$ cat src/rtl/uart_mul_pkg.sv
// Shared definitions for the UART multiplier sequencer.
// Optional build macro: UART_MUL_SIGNED_EN (two's complement operands/product).
package uart_mul_pkg;

  localparam int OPERAND_W  = 8;
  localparam int PRODUCT_W  = 16;
  localparam int MUL_CYCLES = 8;

  typedef enum logic [2:0] {
    GET_A   = 3'd0,
    GET_B   = 3'd1,
    MUL     = 3'd2,
    SEND_HI = 3'd3,
    WAIT_HI = 3'd4,
    SEND_LO = 3'd5,
    WAIT_LO = 3'd6
  } mul_state_t;

  // Magnitude of an operand; only negative values in signed mode are negated.
  // -128 maps to 0x80, which is still the correct unsigned magnitude.
  function automatic logic [OPERAND_W-1:0] operand_mag(input logic [OPERAND_W-1:0] v,
                                                       input logic is_signed);
    logic [OPERAND_W-1:0] r;
    if (is_signed && v[OPERAND_W-1]) begin
      r = ~v + 8'd1;
    end else begin
      r = v;
    end
    return r;
  endfunction

endpackage

$ cat src/rtl/seq_shift_add_mult.sv
// Sequential 8x8 shift-add multiplier with start/done handshake.
// start_i loads the operands; MUL_CYCLES later done_o pulses for one cycle
// together with the new product_o value.
// Optional build macro: UART_MUL_SIGNED_EN (multiply magnitudes, then negate
// when the operand signs differ; latency unchanged).
module seq_shift_add_mult
  import uart_mul_pkg::*;
(
  input  logic                 clk,
  input  logic                 reset,
  input  logic                 start_i,
  input  logic [OPERAND_W-1:0] a_i,
  input  logic [OPERAND_W-1:0] b_i,
  output logic                 done_o,
  output logic [PRODUCT_W-1:0] product_o
);

`ifdef UART_MUL_SIGNED_EN
  localparam logic SIGNED_OP = 1'b1;
`else
  localparam logic SIGNED_OP = 1'b0;
`endif

  localparam logic [2:0] CNT_LAST = 3'(MUL_CYCLES - 1);

  logic [PRODUCT_W-1:0] mcand_q, mcand_d;
  logic [OPERAND_W-1:0] mplier_q, mplier_d;
  logic [PRODUCT_W-1:0] acc_q, acc_d;
  logic [2:0]           cnt_q, cnt_d;
  logic                 run_q, run_d;
  logic                 neg_q, neg_d;
  logic                 done_q, done_d;
  logic [PRODUCT_W-1:0] product_q, product_d;
  logic [PRODUCT_W-1:0] acc_next_s;

  // Next-state logic: load on start, one add-and-shift step per running cycle.
  always_comb begin
    mcand_d    = mcand_q;
    mplier_d   = mplier_q;
    acc_d      = acc_q;
    cnt_d      = cnt_q;
    run_d      = run_q;
    neg_d      = neg_q;
    done_d     = 1'b0;
    product_d  = product_q;
    acc_next_s = acc_q + (mplier_q[0] ? mcand_q : 16'd0);
    if (start_i) begin
      mcand_d  = {8'd0, operand_mag(a_i, SIGNED_OP)};
      mplier_d = operand_mag(b_i, SIGNED_OP);
      acc_d    = 16'd0;
      cnt_d    = CNT_LAST;
      run_d    = 1'b1;
      neg_d    = SIGNED_OP & (a_i[OPERAND_W-1] ^ b_i[OPERAND_W-1]);
    end else if (run_q) begin
      acc_d    = acc_next_s;
      mcand_d  = mcand_q << 1;
      mplier_d = mplier_q >> 1;
      if (cnt_q == 3'd0) begin
        run_d     = 1'b0;
        done_d    = 1'b1;
        product_d = neg_q ? (~acc_next_s + 16'd1) : acc_next_s;
      end else begin
        cnt_d = cnt_q - 3'd1;
      end
    end else begin
      run_d = 1'b0;
    end
  end

  // Datapath registers with synchronous reset.
  always_ff @(posedge clk) begin
    if (reset) begin
      mcand_q   <= 16'd0;
      mplier_q  <= 8'd0;
      acc_q     <= 16'd0;
      cnt_q     <= 3'd0;
      run_q     <= 1'b0;
      neg_q     <= 1'b0;
      done_q    <= 1'b0;
      product_q <= 16'd0;
    end else begin
      mcand_q   <= mcand_d;
      mplier_q  <= mplier_d;
      acc_q     <= acc_d;
      cnt_q     <= cnt_d;
      run_q     <= run_d;
      neg_q     <= neg_d;
      done_q    <= done_d;
      product_q <= product_d;
    end
  end

  assign done_o    = done_q;
  assign product_o = product_q;

endmodule

$ cat src/rtl/uart_mul_sequencer.sv
// Byte command sequencer: receives operands A and B, multiplies them and
// returns the 16-bit product high byte first over the tx start/ready handshake.
// Optional build macro: UART_MUL_SIGNED_EN (passed through to the multiplier).
module uart_mul_sequencer
  import uart_mul_pkg::*;
(
  input  logic                 clk,
  input  logic                 reset,
  input  logic [OPERAND_W-1:0] rx_data,
  input  logic                 rx_valid,
  input  logic                 tx_ready,
  output logic [7:0]           tx_data,
  output logic                 tx_start,
  output logic                 busy,
  output logic                 overrun,
  output logic [PRODUCT_W-1:0] product
);

  mul_state_t           state_q, state_d;
  logic [OPERAND_W-1:0] a_q, a_d;
  logic                 seen_low_q, seen_low_d;
  logic [7:0]           tx_data_q, tx_data_d;
  logic                 tx_start_q, tx_start_d;
  logic                 busy_q, busy_d;
  logic                 overrun_q, overrun_d;
  logic [PRODUCT_W-1:0] product_q, product_d;

  logic                 mul_start_s;
  logic                 mul_done_s;
  logic [PRODUCT_W-1:0] mul_product_s;

  seq_shift_add_mult u_mult (
    .clk       (clk),
    .reset     (reset),
    .start_i   (mul_start_s),
    .a_i       (a_q),
    .b_i       (rx_data),
    .done_o    (mul_done_s),
    .product_o (mul_product_s)
  );

  // Next-state and output logic. When the multiply finishes with the
  // transmitter idle, the high byte is launched directly so that tx_start
  // appears in the same cycle as the new product.
  always_comb begin
    state_d     = state_q;
    a_d         = a_q;
    seen_low_d  = seen_low_q;
    tx_data_d   = tx_data_q;
    tx_start_d  = 1'b0;
    overrun_d   = overrun_q;
    product_d   = product_q;
    mul_start_s = 1'b0;

    if (rx_valid && (state_q != GET_A) && (state_q != GET_B)) begin
      overrun_d = 1'b1;
    end else begin
      overrun_d = overrun_q;
    end

    case (state_q)
      GET_A: begin
        if (rx_valid) begin
          a_d     = rx_data;
          state_d = GET_B;
        end else begin
          state_d = GET_A;
        end
      end
      GET_B: begin
        if (rx_valid) begin
          mul_start_s = 1'b1;
          state_d     = MUL;
        end else begin
          state_d = GET_B;
        end
      end
      MUL: begin
        if (mul_done_s) begin
          product_d = mul_product_s;
          if (tx_ready) begin
            tx_data_d  = mul_product_s[15:8];
            tx_start_d = 1'b1;
            seen_low_d = 1'b0;
            state_d    = WAIT_HI;
          end else begin
            state_d = SEND_HI;
          end
        end else begin
          state_d = MUL;
        end
      end
      SEND_HI: begin
        if (tx_ready) begin
          tx_data_d  = product_q[15:8];
          tx_start_d = 1'b1;
          seen_low_d = 1'b0;
          state_d    = WAIT_HI;
        end else begin
          state_d = SEND_HI;
        end
      end
      WAIT_HI: begin
        if (!seen_low_q) begin
          seen_low_d = !tx_ready;
        end else if (tx_ready) begin
          state_d = SEND_LO;
        end else begin
          state_d = WAIT_HI;
        end
      end
      SEND_LO: begin
        if (tx_ready) begin
          tx_data_d  = product_q[7:0];
          tx_start_d = 1'b1;
          seen_low_d = 1'b0;
          state_d    = WAIT_LO;
        end else begin
          state_d = SEND_LO;
        end
      end
      WAIT_LO: begin
        if (!seen_low_q) begin
          seen_low_d = !tx_ready;
        end else if (tx_ready) begin
          state_d = GET_A;
        end else begin
          state_d = WAIT_LO;
        end
      end
      default: begin
        state_d = GET_A;
      end
    endcase

    busy_d = (state_d != GET_A);
  end

  // State and registered outputs with synchronous reset.
  always_ff @(posedge clk) begin
    if (reset) begin
      state_q    <= GET_A;
      a_q        <= 8'd0;
      seen_low_q <= 1'b0;
      tx_data_q  <= 8'd0;
      tx_start_q <= 1'b0;
      busy_q     <= 1'b0;
      overrun_q  <= 1'b0;
      product_q  <= 16'd0;
    end else begin
      state_q    <= state_d;
      a_q        <= a_d;
      seen_low_q <= seen_low_d;
      tx_data_q  <= tx_data_d;
      tx_start_q <= tx_start_d;
      busy_q     <= busy_d;
      overrun_q  <= overrun_d;
      product_q  <= product_d;
    end
  end

  assign tx_data  = tx_data_q;
  assign tx_start = tx_start_q;
  assign busy     = busy_q;
  assign overrun  = overrun_q;
  assign product  = product_q;

endmodule

$ cat config.mk
export PLATFORM = sky130hd
export DESIGN_NAME = uart_mul_sequencer
export DESIGN_NICKNAME = d
export VERILOG_FILES = /design/src/rtl/uart_mul_pkg.sv /design/src/rtl/seq_shift_add_mult.sv /design/src/rtl/uart_mul_sequencer.sv
export SDC_FILE = /design/constraint.sdc
export NUM_CORES = 1
export LEC_CHECK = 0
export ABC_CLOCK_PERIOD_IN_PS = 2800
export CORE_MARGIN = 5
export CORE_UTILIZATION = 55
export DETAILED_ROUTE_END_ITERATION = 8
export PLACE_DENSITY = 0.75
export SLEW_MARGIN = 20
export SYNTH_ARGS = -nofsm -noshare
export SYNTH_HDL_FRONTEND = slang
export SYNTH_HIERARCHICAL = 1
export SYNTH_SLANG_ARGS = --single-unit
$ cat constraint.sdc
create_clock -name clk -period 2.8 [get_ports clk]
set_clock_uncertainty 0.2 [all_clocks]
set_input_delay 0.56 -clock clk [delete_from_list [all_inputs] [get_ports clk]]
set_output_delay 0.56 -clock clk [all_outputs]
set_load 0.03 [all_outputs]
; After elaboration in Yosys (flattened, before gate mapping)
; Index checks and enable logic that the tools add are counted.
[classes]
addsub = 2
mux = 36
n_reduce_logical = 20
bitwise_logic = 2
eq_ne = 12
[op_table]
columns = operator, n
row1 = 8-bit two-way mux, 8
row2 = 3-bit two-way mux, 8
row3 = 8-bit one-hot mux with 3 select lines, 1
row4 = 3-bit one-hot mux with 7 select lines, 1
row5 = 16-bit adder, 1
row6 = 16-bit two-way mux, 1
row7 = 1-bit two-way mux, 13
row8 = 3-bit nonzero test, 4
row9 = 3-bit == test (second input constant), 3
row10 = 2-bit inequality test (second input constant), 4
row11 = 2-bit AND reduction, 4
row12 = 3-bit by 2-bit == test with 1-bit output (second input constant), 2
row13 = 3-bit zero test, 2
row14 = 2-bit OR reduction, 3
row15 = 5-bit AND reduction, 1
row16 = 2-bit two-way mux, 2
row17 = 3-bit by 1-bit == test with 1-bit output (second input constant), 1
row18 = 3-bit by 1-bit inequality test with 1-bit output (second input constant), 1
row19 = 1-bit one-hot mux with 3 select lines, 1
row20 = 3-bit AND reduction, 1
row21 = 3-bit OR reduction, 1
row22 = 3-bit by 1-bit subtractor with 3-bit output (second input constant), 1
row23 = 1-bit logical AND, 2
row24 = 2-bit by 1-bit inequality test with 1-bit output (second input constant), 1
row25 = other kinds (4), 5
[totals]
reg_bits = 100

; Longest topological paths before layout
; Gate-level depths: netlist of run 1.
[depth]
depth_word = 4
ltp_mapped = 10

; Hierarchy
; The synthesis of run 1 kept the hierarchy.
[modules_own_cells]
columns = module, area_per_inst_um2, cells_each, n_inst
row1 = seq_shift_add_mult, 3190.6, 377, 1
row2 = uart_mul_sequencer, 1725.4, 206, 1

; Least setup slack after synthesis of run 1
; OpenSTA, ideal clock, no wires.
[synth_path]
path_kind = register -> register
start = register u_mult.mplier_q[0]
end = register u_mult.acc_q[10]
setup_time_ns = 0.132
path_slack_ns = 0.205
arrival_ns = 2.263
n_path_buf = 1
required_ns = 2.468
path_stages_with_launch = 11
period_less_slack_ns = 2.595
path_cell_list = dfxtp_1 clkbuf_1 and2_1 ha_1 fa_1 a21o_1 a31oi_1 o21ai_1 a311o_1 nand3_1 a21oi_1
[synth_via]
elab_chain_cells = 2
[synth_rtl]
columns = item, line_no
row1 = from (decl), seq_shift_add_mult.sv:27  ; logic [OPERAND_W-1:0] mplier_q, mplier_d;
row2 = from (signal assigned), seq_shift_add_mult.sv:83  ; mplier_q <= mplier_d;
row3 = 16-bit two-way mux, seq_shift_add_mult.sv:46  ; acc_next_s = acc_q + (mplier_q[0] ? mcand_q : 16'd0);
row4 = 16-bit adder, seq_shift_add_mult.sv:46
row5 = to (signal assigned), seq_shift_add_mult.sv:75  ; acc_q <= 16'd0;
row6 = to (signal assigned), seq_shift_add_mult.sv:84  ; acc_q <= acc_d;
row7 = to (decl), seq_shift_add_mult.sv:28  ; logic [PRODUCT_W-1:0] acc_q, acc_d;
; No other way between the ends.
; A chain may end at the register's enable or synchronous reset.

; Final worst setup path of run 1
[layout_path]
start = register u_mult.mplier_q[0]
end = register u_mult.product_q[14] (netlist: u_mult/product_o[14])
[layout_via]
elab_chain_cells = 2
[layout_rtl]
columns = item, line_no
row1 = 16-bit two-way mux, seq_shift_add_mult.sv:46
row2 = 16-bit adder, seq_shift_add_mult.sv:46
row3 = to (signal assigned), seq_shift_add_mult.sv:89  ; product_q <= product_d;
row4 = to (decl), seq_shift_add_mult.sv:33  ; logic [PRODUCT_W-1:0] product_q, product_d;
; No other way between the ends.

==> results of run 1 <==
[Yosys cell counts, types with 9 or more instances]
| master | instances |
|---|---|
| a21oi_1 | 86 |
| and2_1 | 15 |
| buf_2 | 10 |
| clkbuf_1 | 19 |
| dfxtp_1 | 100 |
| ha_1 | 17 |
| mux2i_1 | 29 |
| nand2_1 | 78 |
| nand3_1 | 9 |
| nor2_1 | 67 |
| o21ai_0 | 16 |
| o22ai_1 | 17 |
[what timing repair did]
item / 4_1_cts / 5_1_grt
setup endpoints to repair: 0 / 6
gates resized for setup: 0 / 2
hold buffers: 0 / 0
[worst reg2reg max path, cell delays in order, from the launching register on]
cell     delay, ns
dfxtp_2       0.37
and2_1        0.15
ha_1          0.20
fa_1          0.41
a21o_1        0.23
a31oi_2       0.24
nor2_1        0.11
a211o_1       0.33
nor4b_2       0.23
a211o_1       0.13
[cell families after synthesis]
group / count (synthesis) / share of synthesized area (%)
and+or+nand+nor: 210 / 20.64
AOI/OAI and AO/OA: 166 / 21.20
DFF: 100 / 40.72
buffers and inverters: 47 / 4.378
muxes: 31 / 6.363
adders and majority gates: 18 / 4.734
xor gates and xnor gates: 11 / 1.960
[flip-flops by register name, summed over array words and instances (netlist names), 3 cells and up]
name and count:
u_mult/product_o 16, u_mult/cnt_q 3, tx_data 8, u_mult/acc_q 16, state_q 3, a_q 8, u_mult/mplier_q 8, product 16
u_mult/mcand_q 16
[power by group through the flow]
stage / clock network, mW / registers [mW] / logic, mW
2_1_floorplan: 0 / 1.51 / 0.173
3_3_place_gp: 0 / 1.51 / 0.228
3_5_place_dp: 0 / 1.51 / 0.235
4_1_cts: 1.05 / 1.48 / 0.237
5_1_grt: 1.12 / 1.49 / 0.262
6_report: 1.03 / 1.48 / 0.237
[per-stage QoR]
stage | worst slack [ns] | power (mW) | hold WS, ns | area (sq um)
after CTS | 0.09784 | 2.772 | 0.2517 | 5592
after global placement | 0.1889 | 1.740 | 0.2346 | 5365
after global routing | 0.008492 | 2.868 | 0.2759 | 5599
after detailed placement | 0.1405 | 1.749 | 0.2394 | 5365
after floorplan | 0.2046 | 1.680 | 0.2321 | 4916
final | 0.1785 | 2.746 | 0.2518 | 5599
[worst min path at each step]
stage | from | endpoint | cells past startpoint
2_1_floorplan | u_mult/product_o[5]$_SDFFE_PP0P_ | product[5]$_SDFFE_PP0P_ | 2
4_1_cts | u_mult/product_o[0]$_SDFFE_PP0P_ | product[0]$_SDFFE_PP0P_ | 2
3_5_place_dp | overrun$_SDFFE_PP0P_ | overrun$_SDFFE_PP0P_ | 2
3_3_place_gp | overrun$_SDFFE_PP0P_ | overrun$_SDFFE_PP0P_ | 2
6_report | overrun$_SDFFE_PP0P_ | overrun$_SDFFE_PP0P_ | 2
5_1_grt | u_mult/product_o[0]$_SDFFE_PP0P_ | product[0]$_SDFFE_PP0P_ | 2
[cell type report]
| type | instances | area [sq um] | area share (%) |
|---|---|---|---|
| multi-input cells | 436 | 2711 | 48.42 |
| flip-flops and latches | 100 | 2004 | 35.80 |
| repair buffers | 53 | 488.0 | 8.715 |
| well taps | 108 | 135.1 | 2.413 |
| clock buffers | 10 | 127.6 | 2.279 |
| clock inverters | 6 | 98.84 | 1.765 |
| inverters | 9 | 33.78 | 0.6034 |
[per-layer routing]
layer	vias up	GRT usage (%)	wire, microns
li1	2123	-	-
met1	2016	26.42	4937
met2	145	31.54	5233
met3	24	5.179	673
met4	0	6.938	208
met5	-	0	0
==> impl_metrics.csv, run 1 <==
group,metric,value,unit
clocking,cts_htree_levels,3,
power,p_int,2.059,mW
detailed_routing,routedWlPerCell,15.31,microns
grt,grt_pass1_wl,18570,microns
setup_path,critical_path.cell_chain,"and2_1 > ha_1 > fa_1 > a21o_1 > a31oi_2 > nor2_1 > a211o_1 > nor4b_2 > a211o_1",
setup_path,setup.worst_path.start,"u_mult/mplier_q[0]$_SDFFE_PP0P_",
detailed_routing,vias_per_cell,5.967,
setup_path,critPathCapture,"u_mult/product_o[14]$_SDFFE_PP0P_",
clocking,cts_tree,"built",
logic_synthesis,yosysWarnings,6,
grt,grt_pass1_vias,3929,
setup_path,start_kind,"register",
clocking,cts_num_sinks,100,
clocking,cts_setup_buffers,0,
logic_synthesis,syn-instance-count,583,
logic_synthesis,synth_seq_cells,100,
setup_path,reg2reg_to,"u_mult/product_o[14]$_SDFFE_PP0P_",
logic_synthesis,synth_nets,613,
floorplanning,core,8721,sq um
logic_synthesis,ys_seq_area_share,40.72,%
status,status,"finished, final reports clean",
detailed_routing,wl,11050,microns
timing,period_share,93.63,%
timing,setup-violations-final,0,
floorplanning,die_area,10930,sq um
clocking,cts-root-buf,"clkbuf_8",
power,power_frac_clock,37.4,%
logic_synthesis,synth_top_cell_area_share,40.72,%
final_layout,instances_no_fill,722,
power,swShare,25.01,%
final_layout,final_common_cell,"dfxtp_1",
floorplanning,chipWidth,104.5,microns
final_layout,diodes,0,
setup_path,r2r_setup_slack,0.18,ns
grt,grt_max_degree,34,
logic_synthesis,synth.distinct_cells,60,
detailed_routing,ant_nets,0,
detailed_routing,drtIter0Drc,211,
timing,period_needed,2.622,ns
final_layout,area_growth,13.90,%
logic_synthesis,synth-edff-count,0,
setup_path,cp.arrival,2.74,ns
power,switching_power,0.6868,mW
final_layout,layout-drive-gt1-share,8.306,%
power,powerDensity,490.5,nW/um^2
logic_synthesis,synth_flop_cell,"dfxtp_1",
clocking,cts_buffers,9,
logic_synthesis,synth_top_area_cell,"dfxtp_1",
setup_path,crit_cells,9,
place,numPortBuffers,38,
setup_path,r2r_start,"u_mult/mplier_q[0]$_SDFFE_PP0P_",
place,gp_congestion,0.9111,
logic_synthesis,syn_area,4916,sq um
final_layout,utilization,64.20,%
power,combPwrFrac,8.6,%
timing,drv_slew,0,
timing,max_slew_margin,47.00,%
detailed_routing,drc_errors,0,
job,max-cap-violations,0,
clocking,path_clk_slew,0.10,ns
logic_synthesis,avgSynthCellArea,8.432,sq um
setup_path,slowest_delay,0.41,ns
setup_path,critPathMaxFanout,9,
timing,setup-tns-final,0,ns
power,p_leak,2.084,nW
floorplanning,rows,34,
grt,overflow,0,
setup_path,worstRegToRegCells,9,
setup_path,critPathKind,"reg2reg",
setup_path,slowest_stage,"fa_1",
logic_synthesis,async_reset_ff_share,0,%
floorplanning,pin_count,39,
power,power_frac_seq,53.9,%
timing,worstMarginPinSlew,0.7917,ns
place,dpl.hpwl,7898,microns
timing,hold_viol,0,
place,dp_cells,706,
final_layout,final.fill_count,749,
floorplanning,die_h,104.5,microns
grt,grt_usage,19.93,%
setup_path,cp-end-kind,"register",
floorplanning,initial_utilization,56.37,%
timing,rsz0062_at_grt,"no",
setup_path,path_delay_family,"compound AO/OA/AOI/OAI gates",
logic_synthesis,synthTopCellsByArea,"dfxtp_1 41%, a21oi_1 8.8%, nand2_1 6.0%",
setup_path,crit_required,2.91,ns
detailed_routing,num_vias,4308,
clocking,clockBufferDepth,2,
final_layout,final_cell_mix,"98 x dfxtp_1, 86 x a21oi_1, 78 x nand2_1, 67 x nor2_1, 37 x clkdlybuf4s50_1",
timing,clock.fmax,381.5,MHz
grt,antenna_found_initial,0,
setup_path,crit_top_cell,"a211o_1",
power,irDropWorstVdd,0.2924,mV
setup_path,cp_num_buf_inv,0,
clocking,clk_latency,0.36,ns
detailed_routing,firstDrtPassIters,5,
final_layout,fin_nets,639,
min_path,worstHoldPathType,"reg2reg",
Note: power is estimated with default switching activity, not from simulation.
==> run 2, diff against run 1 <==
--- a/config.mk
+++ b/config.mk
@@ -5,11 +5,11 @@
 export SDC_FILE = /design/constraint.sdc
 export NUM_CORES = 1
 export LEC_CHECK = 0
-export ABC_CLOCK_PERIOD_IN_PS = 2800
+export ABC_CLOCK_PERIOD_IN_PS = 2400
 export CORE_MARGIN = 5
-export CORE_UTILIZATION = 55
+export CORE_UTILIZATION = 53
 export DETAILED_ROUTE_END_ITERATION = 8
-export PLACE_DENSITY = 0.75
+export PLACE_DENSITY = 0.76
 export SLEW_MARGIN = 20
 export SYNTH_ARGS = -nofsm -noshare
 export SYNTH_HDL_FRONTEND = slang
==> constraint.sdc (replaced) <==
create_clock -name clk -period 2.4 [get_ports clk]
set_clock_uncertainty 0.2 [all_clocks]
set_input_delay 0.48 -clock clk [delete_from_list [all_inputs] [get_ports clk]]
set_output_delay 0.48 -clock clk [all_outputs]
set_load 0.03 [all_outputs]
==> run 2 against run 1 <==
- the run now ends with negative setup slack left
- critical path depth grew 1
- via count grew 3.6%
- power grew 12%
- clock-buffer cell count shrank 1
- combinational power grew 29%
- non-clock buffer count grew 34
- fmax grew 4.7%
- global-route usage grew 0.66 points
- flip-flop and latch count is the same
- largest cell class unchanged
==> impl_metrics.csv, run 2 (same netlist as run 1, synthesis figures left out) <==
group,metric,value,unit
status,status,"finished with violations",
status,violations,"negative setup slack",
floorplanning,die_h,106.3,microns
final_layout,layout-drive-gt1-share,16.36,%
final_layout,area_growth,21.84,%
timing,clock.fmax,399.5,MHz
detailed_routing,num_vias,4461,
timing,period_share,104.3,%
clocking,cts_tree,"built",
floorplanning,core,9153,sq um
power,powerDensity,514.2,nW/um^2
setup_path,start_kind,"register",
detailed_routing,vias_per_cell,5.877,
grt,grt_max_degree,81,
clocking,cts_num_sinks,100,
timing,setup-violations-final,8,
timing,period_needed,2.503,ns
place,dp_cells,739,
final_layout,instances_no_fill,759,
clocking,cts_buffers,9,
timing,hold_viol,0,
setup_path,cp_num_buf_inv,1,
detailed_routing,firstDrtPassIters,5,
clocking,clk_latency,0.37,ns
floorplanning,pin_count,39,
setup_path,crit_cells,10,
setup_path,worstRegToRegCells,10,
final_layout,utilization,65.44,%
power,switching_power,0.8580,mW
power,fin_total_pwr,3.080,mW
setup_path,setup.worst_path.start,"u_mult/mplier_q[0]$_SDFFE_PP0P_",
power,swShare,27.86,%
clocking,cts_htree_levels,3,
setup_path,path_delay_family,"compound AO/OA/AOI/OAI gates",
min_path,hold_depth,2,
detailed_routing,drtIter0Drc,305,
setup_path,critPathCapture,"u_mult/product_o[10]$_SDFFE_PP0P_",
power,power_frac_clock,34.1,%
timing,drv_slew,0,
final_layout,seq_area,2007,sq um
place,numPortBuffers,38,
detailed_routing,ant_nets,0,
floorplanning,initial_utilization,53.71,%
power,p_leak,2.227,nW
setup_path,reg2reg_to,"u_mult/product_o[10]$_SDFFE_PP0P_",
grt,antenna_found_initial,0,
setup_path,cp-end-kind,"register",
setup_path,cp.arrival,2.55,ns
detailed_routing,wl,12040,microns
setup_path,slowest_delay,0.37,ns
clocking,cts-root-buf,"clkbuf_8",
floorplanning,die_area,11300,sq um
setup_path,critPathMaxFanout,8,
detailed_routing,routedWlPerCell,15.87,microns
final_layout,final_common_cell,"dfxtp_1",
power,p_int,2.222,mW
grt,grt_pass1_wl,19300,microns
final_layout,multiInputGateArea,2851,sq um
min_path,worstHoldPathType,"reg2reg",
clocking,clockBufferDepth,2,
timing,finalWorstSetupSlack,-0.1032,ns
final_layout,fin_nets,673,
power,power_frac_seq,56.0,%
power,combPwrFrac,9.9,%
power,irDropWorstVdd,0.2990,mV
timing,worstMarginPinSlew,0.4930,ns
grt,grt_pass1_vias,4121,
clocking,path_clk_slew,0.11,ns
setup_path,critPathKind,"reg2reg",
setup_path,slowest_stage,"dfxtp_4",
final_layout,final_cell_mix,"98 x dfxtp_1, 83 x a21oi_1, 76 x nand2_1, 67 x nor2_1, 47 x buf_4",
setup_path,critical_path.cell_chain,"and2_4 > ha_4 > fa_2 > a21o_1 > a31oi_4 > buf_4 > o21ai_1 > a311o_1 > nand3_1 > a21oi_1",
final_layout,diodes,0,
floorplanning,rows,35,
detailed_routing,drc_errors,0,
grt,grt_usage,20.59,%
final_layout,final.fill_count,741,
job,max-cap-violations,0,
grt,overflow,0,
place,dpl.hpwl,8213,microns
timing,rsz0062_at_grt,"yes",
timing,max_slew_margin,66.79,%
setup_path,r2r_setup_slack,-0.10,ns
floorplanning,chipWidth,106.3,microns
place,gp_congestion,0.8361,
setup_path,crit_required,2.44,ns
setup_path,r2r_start,"u_mult/mplier_q[0]$_SDFFE_PP0P_",
run 2: cell count changes in the layout (fill, tap and decap cells not counted), sizes merged:
cell	change
inv	+3
clkbuf	-1
clkinv	-1
bufinv	-2
buf	+34
clkinvlp	+1
run 2: metrics by stage:
step	worst slack [ns]	hold slack (ns)	instance area (sq um)	setup TNS (ns)
2_1_floorplan	-0.07996	0.2321	4945	-0.07996
3_3_place_gp	-0.04351	0.2338	5638	-0.1459
3_5_place_dp	-0.09734	0.2436	5638	-0.3792
4_1_cts	-0.01176	0.2608	5842	-0.02940
5_1_grt	-0.2008	0.2756	5989	-1.586
6_report	-0.1032	0.2606	5989	-0.5645
run 2: cell type report:
cell class | count | share of cell area [%]
clock buffers | 9 | 2.068
well taps | 111 | 2.319
flip-flops and latches | 100 | 33.51
multi-input cells | 436 | 47.61
clock inverters | 7 | 1.107
repair buffers | 87 | 12.83
inverters | 9 | 0.5640
run 2: power by group through the flow:
stage	clock [mW]	combinational [mW]	sequential, mW
floorplan	0	0.203	1.76
global placement	0	0.290	1.76
detailed placement	0	0.298	1.76
CTS	1.08	0.300	1.73
global route	1.15	0.335	1.73
finish	1.05	0.305	1.73
run 2: layer usage:
layer	track usage (%)	up-vias	part of all wire [%]
met5	0	-	0
met4	6.846	0	2.3
met3	4.372	31	5.5
met2	33.44	134	47
met1	27.26	2105	46
li1	-	2191	-
run 2: what timing repair did:
action	in CTS	in global routing
endpoints found under the setup margin	9	17
gates cloned	0	0
setup buffers	1	3
gates resized for setup	1	21
pin swaps	5	12
hold buffers	0	0
run 2: worst register-to-register path, stage by stage (launching register included):
cell	delay, ns
dfxtp_4	0.37
and2_4	0.15
ha_4	0.16
fa_2	0.37
a21o_1	0.21
a31oi_4	0.18
buf_4	0.14
o21ai_1	0.11
a311o_1	0.33
nand3_1	0.10
a21oi_1	0.07
run 2: worst min path at each step:
| stage | startpoint | end | slack, ns |
|---|---|---|---|
| detailed placement | u_mult/product_o[4]$_SDFFE_PP0P_ | product[4]$_SDFFE_PP0P_ | 0.24 |
| global placement | overrun$_SDFFE_PP0P_ | overrun$_SDFFE_PP0P_ | 0.23 |
| global route | u_mult/product_o[1]$_SDFFE_PP0P_ | product[1]$_SDFFE_PP0P_ | 0.28 |
| finish | u_mult/product_o[4]$_SDFFE_PP0P_ | product[4]$_SDFFE_PP0P_ | 0.26 |
| CTS | u_mult/product_o[4]$_SDFFE_PP0P_ | product[4]$_SDFFE_PP0P_ | 0.26 |
| floorplan | u_mult/product_o[5]$_SDFFE_PP0P_ | product[5]$_SDFFE_PP0P_ | 0.23 |
==> run 3, diff against run 2 <==
--- a/config.mk
+++ b/config.mk
@@ -5,11 +5,12 @@
 export SDC_FILE = /design/constraint.sdc
 export NUM_CORES = 1
 export LEC_CHECK = 0
-export ABC_CLOCK_PERIOD_IN_PS = 2400
+export ABC_CLOCK_PERIOD_IN_PS = 2200
 export CORE_MARGIN = 5
-export CORE_UTILIZATION = 53
+export CORE_UTILIZATION = 50
 export DETAILED_ROUTE_END_ITERATION = 8
-export PLACE_DENSITY = 0.76
+export HOLD_SLACK_MARGIN = 0.02
+export PLACE_DENSITY = 0.72
 export SLEW_MARGIN = 20
 export SYNTH_ARGS = -nofsm -noshare
 export SYNTH_HDL_FRONTEND = slang
==> constraint.sdc (replaced) <==
create_clock -name clk -period 2.2 [get_ports clk]
set_clock_uncertainty 0.2 [all_clocks]
set_input_delay 0.44 -clock clk [delete_from_list [all_inputs] [get_ports clk]]
set_output_delay 0.44 -clock clk [all_outputs]
set_load 0.03 [all_outputs]
==> run 3 against run 2 <==
- the flow still finishes with violations (negative setup slack)
- sequential power increased by 9%
- critical path depth down 2
- setup slack worse by 0.19 ns
- flip-flop and latch count stayed put
- combinational power up 15%
- hold slack improved by 0.0011 ns
- largest cell class unchanged
- die area is 5.4% higher
- final area rose by 5.8%
- routed wire length is 7.0% higher
- cell count up 5.1%
- utilization barely moved
==> impl_metrics.csv, run 3 (same netlist as run 1, synthesis figures left out) <==
group,metric,value,unit
status,status,"finished with violations",
status,violations,"negative setup slack",
power,powerDensity,565.6,nW/um^2
setup_path,worstRegToRegCells,8,
setup_path,critPathKind,"reg2reg",
timing,clock.fmax,400.8,MHz
floorplanning,core,9684,sq um
final_layout,layout-drive-gt1-share,20.90,%
final_layout,diodes,0,
power,fin_total_pwr,3.584,mW
power,power_frac_clock,37.9,%
grt,grt_pass1_vias,4348,
clocking,cts_htree_levels,3,
place,gp_congestion,0.9050,
timing,setup-violations-final,16,
grt,grtUsageMet3,3.908,%
clocking,ctsHoldBuffers,0,
final_layout,final_common_cell,"dfxtp_1",
detailed_routing,ant_nets,0,
grt,grt_max_degree,81,
setup_path,r2r_setup_slack,-0.29,ns
setup_path,critPathMaxFanout,11,
floorplanning,initial_utilization,50.76,%
setup_path,cp.arrival,2.56,ns
setup_path,start_kind,"register",
setup_path,slowest_delay,0.45,ns
timing,period_needed,2.495,ns
grt,gr-usage-met1,29.72,%
grt,overflow,0,
timing,finalWorstSetupSlack,-0.2949,ns
power,combPwrFrac,9.8,%
final_layout,final_cell_mix,"97 x dfxtp_1, 78 x a21oi_1, 75 x nand2_1, 65 x nor2_1, 62 x buf_4",
detailed_routing,wl,12890,microns
min_path,whs_endpoint,"product[7]$_SDFFE_PP0P_",
timing,worstMarginPinSlew,0.5438,ns
final_layout,utilization,65.43,%
min_path,hold_depth,2,
timing,max_slew_margin,63.75,%
timing,drv_slew,0,
setup_path,slowest_stage,"o41ai_4",
timing,period_share,113.4,%
detailed_routing,routedWlPerCell,16.15,microns
timing,hold_viol,0,
final_layout,multiInputGateArea,2994,sq um
clocking,clk_latency,0.38,ns
grt,grt_usage,22.23,%
clocking,cts_tree,"built",
grt,grt_pass1_wl,21180,microns
clocking,cts_buffers,9,
floorplanning,die_area,11910,sq um
floorplanning,rows,36,
clocking,cts_num_sinks,100,
power,swShare,26.01,%
setup_path,crit_required,2.26,ns
job,max-cap-violations,0,
setup_path,critical_path.cell_chain,"buf_4 > and2_1 > ha_4 > nand4_1 > buf_6 > o41ai_4 > nor4b_1 > a211o_1",
setup_path,r2r_start,"u_mult/mplier_q[0]$_SDFFE_PP0P_",
detailed_routing,drtIter0Drc,280,
power,p_int,2.651,mW
detailed_routing,num_vias,4503,
timing,rsz0062_at_grt,"yes",
detailed_routing,drc_errors,0,
setup_path,cp-end-kind,"register",
setup_path,reg2reg_to,"u_mult/product_o[13]$_SDFFE_PP0P_",
timing,setup-tns-final,-2.551,ns
final_layout,area_growth,28.89,%
detailed_routing,firstDrtPassIters,4,
grt,antenna_found_initial,0,
timing,timing.hold.ws,0.2617,ns
final_layout,fin_nets,690,
power,irDropWorstVdd,0.4218,mV
place,numPortBuffers,38,
power,power_frac_seq,52.4,%
place,dpl.hpwl,8602,microns
grt,gr-max-usage-layer,"met2",
min_path,worstHoldPathType,"reg2reg",
floorplanning,pin_count,39,
floorplanning,chipWidth,109.2,microns
power,switching_power,0.9321,mW
final_layout,seq_area,2006,sq um
final_layout,final.fill_count,796,
clocking,clockBufferDepth,2,
grt,grt_use_met2,35.39,%
clocking,path_clk_slew,0.10,ns
floorplanning,die_h,109.2,microns
min_path,worstHoldStart,"u_mult/product_o[7]$_SDFFE_PP0P_",
power,p_leak,2.409,nW
clocking,cts-root-buf,"clkbuf_8",
detailed_routing,vias_per_cell,5.643,
run 3: changes by cell type in the layout (fill, tap and decap cells not counted), moves of 3 or more:
cell     change
a21oi_2      +3
ha_4         +3
buf_4       +15
a21oi_1      -5
run 3: timing repair:
item                                    4_1_cts  5_1_grt
endpoints found under the setup margin       21       24
gates cloned                                  0        0
resized for setup                            21       17
setup buffers                                 3        0
pin swaps                                    13       12
run 3: stage by stage:
step | area (sq um) | std cells | setup WS [ns]
after CTS | 6240 | 798 | -0.1949
after global routing | 6336 | 798 | -0.3634
after floorplan | 5026 | 583 | -0.2799
final | 6336 | 798 | -0.2949
after detailed placement | 5862 | 779 | -0.3019
after global placement | 5862 | 779 | -0.2575
run 3: cell type report:
cell class,count,share of cell area [%]
timing repair buffer,104,14.26
multi-input combinational,436,47.26
sequential,100,31.65
clock buffer,9,1.955
inverter,9,0.5332
tap,133,2.626
clock inverter,7,1.718
run 3: worst max-delay path, delay by kind of cell (launching register included):
family                     cells  cell delay, ns
DFF                            1            0.35
adders and majority gates      1            0.33
and+or+nand+nor                3            0.46
buffers and inverters          2            0.36
AOI/OAI and AO/OA              2            0.68
run 3: routing by layer:
metal  vias to the layer above  part of all wire, %
li1                       2222                    -
met1                      2126                   45
met2                       124                   47
met3                        31                  5.1
met4                         0                  2.4
met5                         -                    0
run 3: power by group through the flow:
stage	registers (mW)	clock network [mW]	logic, mW
after floorplan	1.92	0	0.224
after global placement	1.92	0	0.333
after detailed placement	1.92	0	0.342
after CTS	1.88	1.38	0.345
after global routing	1.88	1.46	0.384
final	1.88	1.36	0.350
run 3: how the worst max path moves through the flow:
stage / from / to / cells past startpoint
2_1_floorplan: u_mult/mplier_q[0]$_SDFFE_PP0P_ / u_mult/product_o[14]$_SDFFE_PP0P_ / 10
3_3_place_gp: u_mult/mplier_q[0]$_SDFFE_PP0P_ / u_mult/product_o[14]$_SDFFE_PP0P_ / 9
3_5_place_dp: u_mult/mplier_q[0]$_SDFFE_PP0P_ / u_mult/product_o[14]$_SDFFE_PP0P_ / 9
4_1_cts: u_mult/mplier_q[0]$_SDFFE_PP0P_ / u_mult/product_o[14]$_SDFFE_PP0P_ / 9
5_1_grt: u_mult/mplier_q[0]$_SDFFE_PP0P_ / u_mult/acc_q[13]$_SDFFE_PP0P_ / 9
6_report: u_mult/mplier_q[0]$_SDFFE_PP0P_ / u_mult/product_o[13]$_SDFFE_PP0P_ / 8
